File: config.mk
export PLATFORM = sky130hd
export DESIGN_NAME = fetch_unit
export DESIGN_NICKNAME = d
export VERILOG_FILES = /design/src/rtl/fetch_unit.sv
export SDC_FILE = /design/constraint.sdc
export NUM_CORES = 1
export LEC_CHECK = 0
export CORE_ASPECT_RATIO = 1.75
export CORE_MARGIN = 2
export CORE_UTILIZATION = 30
export DETAILED_ROUTE_END_ITERATION = 8
export GPL_ROUTABILITY_DRIVEN = 0
export PLACE_DENSITY_LB_ADDON = 0.3
export SLEW_MARGIN = 5
export SYNTH_ARGS = -nofsm -noshare
export SYNTH_HDL_FRONTEND = slang
export SYNTH_SLANG_ARGS = --single-unit
File: constraint.sdc
create_clock -name clk -period 2.9 [get_ports clk]
set_input_delay 0.29 -clock clk [delete_from_list [all_inputs] [get_ports clk]]
set_output_delay 0.29 -clock clk [all_outputs]
set_load 0.005 [all_outputs]
File: src/rtl/fetch_unit.sv
`default_nettype none
// +----------------------------------------------------------------------------+
// | Module  : fetch_unit                                                       |
// | Purpose : Instruction-fetch front end. Owns the PC, issues in-order        |
// |           requests to a variable-latency instruction memory and buffers    |
// |           returned words, tagged with their PC, in a DEPTH-slot prefetch   |
// |           queue that decode drains over valid/ready. A redirect flushes    |
// |           the queue and discards responses still in flight.                |
// | Ports   : clk            - clock, rising edge                              |
// |           rst            - asynchronous reset, active low                  |
// |           imem_req_*     - fetch request (valid/ready/addr), non-sticky    |
// |           imem_rsp_*     - in-order response (valid/data)                  |
// |           redirect_*     - flush and restart at redirect_pc                |
// |           inst_*         - head of prefetch queue to decode (valid/ready)  |
// | Revision: 1.0 - initial release                                            |
// +----------------------------------------------------------------------------+
module fetch_unit #(
  parameter int              XLEN     = 32,
  parameter logic [XLEN-1:0] RESET_PC = '0,
  parameter int              DEPTH    = 4
) (
  input  logic            clk,
  input  logic            rst,
  output logic            imem_req_valid,
  input  logic            imem_req_ready,
  output logic [XLEN-1:0] imem_req_addr,
  input  logic            imem_rsp_valid,
  input  logic [31:0]     imem_rsp_data,
  input  logic            redirect_valid,
  input  logic [XLEN-1:0] redirect_pc,
  output logic            inst_valid,
  input  logic            inst_ready,
  output logic [31:0]     inst,
  output logic [XLEN-1:0] inst_pc
);

  localparam int c_PTR_W = $clog2(DEPTH);
  localparam int c_CNT_W = c_PTR_W + 1;
  // Inflight/drop get one extra bit: after a redirect the discarded requests
  // still count as in flight while up to DEPTH new ones are issued.
  localparam int c_INF_W = c_CNT_W + 1;

  localparam logic [c_CNT_W-1:0] c_FULL    = c_CNT_W'(DEPTH);
  localparam logic [XLEN-1:0]    c_PC_STEP = XLEN'(4);

  logic [XLEN-1:0]    r_fetch_pc;
  logic [XLEN-1:0]    r_slot_pc     [DEPTH];
  logic [31:0]        r_slot_word   [DEPTH];
  logic [DEPTH-1:0]   r_slot_filled;
  logic [c_PTR_W-1:0] r_alloc_ptr;
  logic [c_PTR_W-1:0] r_fill_ptr;
  logic [c_PTR_W-1:0] r_pop_ptr;
  logic [c_CNT_W-1:0] r_count;
  logic [c_INF_W-1:0] r_inflight;
  logic [c_INF_W-1:0] r_drop;

  logic w_req_fire;
  logic w_rsp_take;
  logic w_pop;
  logic w_unused_pc_lsbs;

  // rst is active low, so gating with it keeps the request low while the
  // core is held in reset and lets the first request go out on release.
  assign imem_req_valid = rst & (r_count < c_FULL) & ~redirect_valid;
  assign imem_req_addr  = r_fetch_pc;

  assign inst_valid = r_slot_filled[r_pop_ptr] & (r_count != '0) & ~redirect_valid;
  assign inst       = r_slot_word[r_pop_ptr];
  assign inst_pc    = r_slot_pc[r_pop_ptr];

  assign w_req_fire = imem_req_valid & imem_req_ready;
  // A response with nothing outstanding cannot be ours; ignore it.
  assign w_rsp_take = imem_rsp_valid & (r_inflight != '0);
  assign w_pop      = inst_valid & inst_ready;

  // Redirect targets are word aligned; the low bits are dropped on purpose.
  assign w_unused_pc_lsbs = ^redirect_pc[1:0];

  always_ff @(posedge clk or negedge rst) begin
    if (!rst) begin
      r_fetch_pc    <= RESET_PC;
      r_slot_filled <= '0;
      r_alloc_ptr   <= '0;
      r_fill_ptr    <= '0;
      r_pop_ptr     <= '0;
      r_count       <= '0;
      r_inflight    <= '0;
      r_drop        <= '0;
      for (int i = 0; i < DEPTH; i++) begin
        r_slot_pc[i]   <= '0;
        r_slot_word[i] <= '0;
      end
    end else if (redirect_valid) begin
      // Everything still outstanding (minus a response landing right now,
      // which is thrown away) must be discarded when it returns.
      r_fetch_pc    <= {redirect_pc[XLEN-1:2], 2'b00};
      r_slot_filled <= '0;
      r_alloc_ptr   <= '0;
      r_fill_ptr    <= '0;
      r_pop_ptr     <= '0;
      r_count       <= '0;
      r_inflight    <= r_inflight - c_INF_W'(w_rsp_take);
      r_drop        <= r_inflight - c_INF_W'(w_rsp_take);
    end else begin
      // Alloc, fill and pop always touch distinct slots: alloc takes a free
      // slot, fill a pending one, pop a filled one.
      if (w_req_fire) begin
        r_slot_pc[r_alloc_ptr]     <= r_fetch_pc;
        r_slot_filled[r_alloc_ptr] <= 1'b0;
        r_alloc_ptr                <= r_alloc_ptr + 1'b1;
        r_fetch_pc                 <= r_fetch_pc + c_PC_STEP;
      end
      if (w_rsp_take) begin
        if (r_drop != '0) begin
          r_drop <= r_drop - 1'b1;
        end else begin
          r_slot_word[r_fill_ptr]   <= imem_rsp_data;
          r_slot_filled[r_fill_ptr] <= 1'b1;
          r_fill_ptr                <= r_fill_ptr + 1'b1;
        end
      end
      if (w_pop) begin
        r_slot_filled[r_pop_ptr] <= 1'b0;
        r_pop_ptr                <= r_pop_ptr + 1'b1;
      end
      r_count    <= r_count + c_CNT_W'(w_req_fire) - c_CNT_W'(w_pop);
      r_inflight <= r_inflight + c_INF_W'(w_req_fire) - c_INF_W'(w_rsp_take);
    end
  end

endmodule
`default_nettype wire
==> metrics <==
Post-Place Cell Area=between 0.015 and 0.02 mm²; global-route wire length before repair=~55 mm; Synth top cells by count=dfrtp_1, mux2_2, mux4_2; Die W=around 170 µm; WP data required=2610 ps; status=completed; layout cells sized above 1=0.3458; ys flop type=dfrtp_1; top cell type's share of synthesized area=0.5373; Starting Density=0.3032; Arr. time, crit path=~2500 ps; area of the multi-input gates=between 0.005 and 0.006 mm²; Syn. warnings=0; Worst R2R End=r_count[2]; gr ovfl total=0; vias=between 8k and 9k; Slew HR=0.3982; CTS tree=built; Worst Tran Pin Value=roughly 900 ps; Clock Skew=approximately 14 ps; CP Max Fanout=33; fill count=4421; Final setup viols=0; vias in the first global route=about 9.3k; Tot GR Track Use=0.1454; via density per instance=approximately 5; cell count after synthesis=973; leak pwr=around 7.7 nW; wire per inst=around 20 µm; Initial DRC Count=around 430; DP HPWL=22.06 mm; Max-Cap Viols=0; Final Hold Violating Endpoints=0; hold endpoint=r_fill_ptr[1]; flops & latches, synth=~300; Synth area leader=dfrtp_1; worst min path class=in2reg; clock buffer count from CTS=30; I/O Buffers=approximately 160; Post-CTS Setup Inserts=0; Synth cell types=50; site row count=about 100; area grow syn2layout=24.02%; CP delay by family, top=buffers and inverters; Final period util=0.9525; antenna cells=0; Critical Path, Cell by Cell=buf_16 -> mux4_2 -> clkdlybuf4s50_1; r2r setup slk=200 ps; die footprint=0.04823 mm²; Buf/Inv on CP=2; worst hold slack=237.9 ps; fmax=around 360 MHz; RSZ-0062 raised after global routing=no; PD cells=698.8 mW/mm²; GRT busiest layer=met2; Root Buffer Master=clkbuf_16; crit-path max cell delay=between 500 and 600 ps; Sum Neg Setup Slack=0 ps; post-route ant nets=0; Remaining DRCs=0; Reg2Reg Depth=11; FF+latch area=between 0.007 and 0.008 mm²; FFs w/ async S/R, synth=1.000; sequential area share after synthesis=0.5373; drt pass-1 iters=4; Nets=approximately 1.2k; WS Path Type=reg2out; WHS Path Cells=3; core region area=~0.046 mm²; crit end category=primary output; TritonCTS sink count=around 300; Worst setup SP type=register; Post-synth EDFFs=0; CTS Buffer Depth=3; Clock Latency Late Sink=about 580 ps; Die Span Y=a little under 300 µm; met2 usage in global routing=0.2695; final WL=35.03 mm; Reg2Reg Launch Point=r_pop_ptr[0]; Finished Cell Area=0.01727 mm²; Worst-path clk slew=around 70 ps; Mapped Avg Cell Area=roughly 14 µm²; IO Count=approximately 170; most frequent cell after synthesis=dfrtp_1; Crit-path slowest cell=mux4_2; synthesized area=~0.014 mm²; Peak VDD IR=0.4742 mV; initial antenna violation count=0; ranking of synthesized cells by area=dfrtp_1, mux2_2, mux4_2; M3 GR Usage=0.02022; hold path start=redirect_valid; Final min period=between 2000 and 3000 ps; pin count of the biggest net entering global routing=approximately 120; final slew viol count=0; H-Tree Depth=1; met1 GRT Util=0.1702
-- metal layers --
metal  up-vias  part of all wire
met5         -                 0
met4         0             0.036
met3        63             0.042
met2       186              0.53
met1      4539              0.39
li1       3867                 -
-- layout make-up --
cell class,instances,area share
Inverter,24,0.005216
Tap cell,583,0.04224
Sequential cell,299,0.4337
Multi-Input combinational cell,580,0.3454
Timing Repair Buffer,196,0.1124
Clock buffer,45,0.05318
Clock inverter,10,0.007824
-- state kept, by name, indices dropped and copies added, names as in the netlist --
name	count
r_slot_pc	120
r_drop	4
r_slot_filled	4
r_inflight	4
r_count	3
r_slot_word	128
r_fill_ptr	2
imem_req_addr	30
r_alloc_ptr	2
r_pop_ptr	2
-- worst max path at each step --
stage             endpoint           start  cells after the start
4_1_cts        inst_pc[29]    r_pop_ptr[0]                      3
5_1_grt        inst_pc[22]    r_pop_ptr[0]                      3
2_1_floorplan   r_count[2]    r_pop_ptr[1]                     13
6_report       inst_pc[31]    r_pop_ptr[0]                      3
3_3_place_gp    r_count[2]  imem_req_ready                     11
3_5_place_dp    r_count[2]  imem_req_ready                     11
-- timing repair --
item                                   CTS  global route
gates resized for setup                  1             1
cloned                                   1             0
hold buffers                             1             0
setup endpoints to repair               62            29
pin swaps                                0             0
endpoints found under the hold margin   53             0
-- power breakdown --
group / switching [mW] / internal [mW]
Combinational: 0.954 / 1.74
Clock: 1.70 / 2.45
Sequential: 0.392 / 4.84
-- cell usage in the layout, fill, tap and decap left out, types with 3 or more instances in the layout --
| master | n |
|---|---|
| a21boi_0 | 3 |
| mux2i_1 | 5 |
| and4_1 | 3 |
| o31ai_1 | 14 |
| conb_1 | 4 |
| inv_1 | 23 |
| clkbuf_16 | 31 |
| or3_1 | 5 |
| clkdlybuf4s50_1 | 159 |
| or4_1 | 11 |
| a31oi_1 | 11 |
| o21ai_0 | 29 |
| and2_1 | 3 |
| xnor2_1 | 15 |
| mux4_2 | 63 |
| dfrtp_1 | 297 |
| a22oi_1 | 5 |
| nand4_1 | 8 |
| o311ai_1 | 4 |
| ha_1 | 25 |
| nor2_1 | 19 |
| a21oi_1 | 4 |
| clkinv_2 | 4 |
| nand3_1 | 18 |
| clkbuf_1 | 5 |
| mux2_2 | 238 |
| nand2_2 | 4 |
| xor2_1 | 4 |
| nand2_1 | 50 |
| or3b_2 | 3 |
| buf_4 | 30 |
| nor4_1 | 5 |
| clkbuf_8 | 9 |
| nor2b_1 | 5 |
| bufinv_16 | 3 |
-- worst min-delay path, stage by stage --
cell,delay (ps)
buf_2,140
buf_4,220
nor2_1,120
-- through the flow --
| step | cells | utilization | total power [mW] | setup slack [ps] |
|---|---|---|---|---|
| after CTS | 1737 | 0.3761 | 12.31 | 1.677 |
| after floorplan | 976 | - | 6.654 | 181.7 |
| final | 1737 | 0.3760 | 12.07 | 137.9 |
| after global placement | 1680 | 0.3521 | 7.977 | 170.2 |
| after detailed placement | 1680 | 0.3521 | 8.056 | 216.1 |
| after global routing | 1737 | 0.3760 | 12.73 | 11.24 |
-- kinds of logic (layout without fill, tap and decap cells) --
kind of cell,count (synthesis),after routing,share of synthesized area
compound gates,77,77,0.03540
xor+xnor,19,19,0.01195
fa+ha+maj,27,27,0.02534
buf+inv,97,275,0.03513
flops,299,299,0.5373
mux,306,306,0.2979
other cells,1,4,0.0002693
simple gates,147,147,0.05670
No activity file was read; power rests on OpenSTA's default activity.
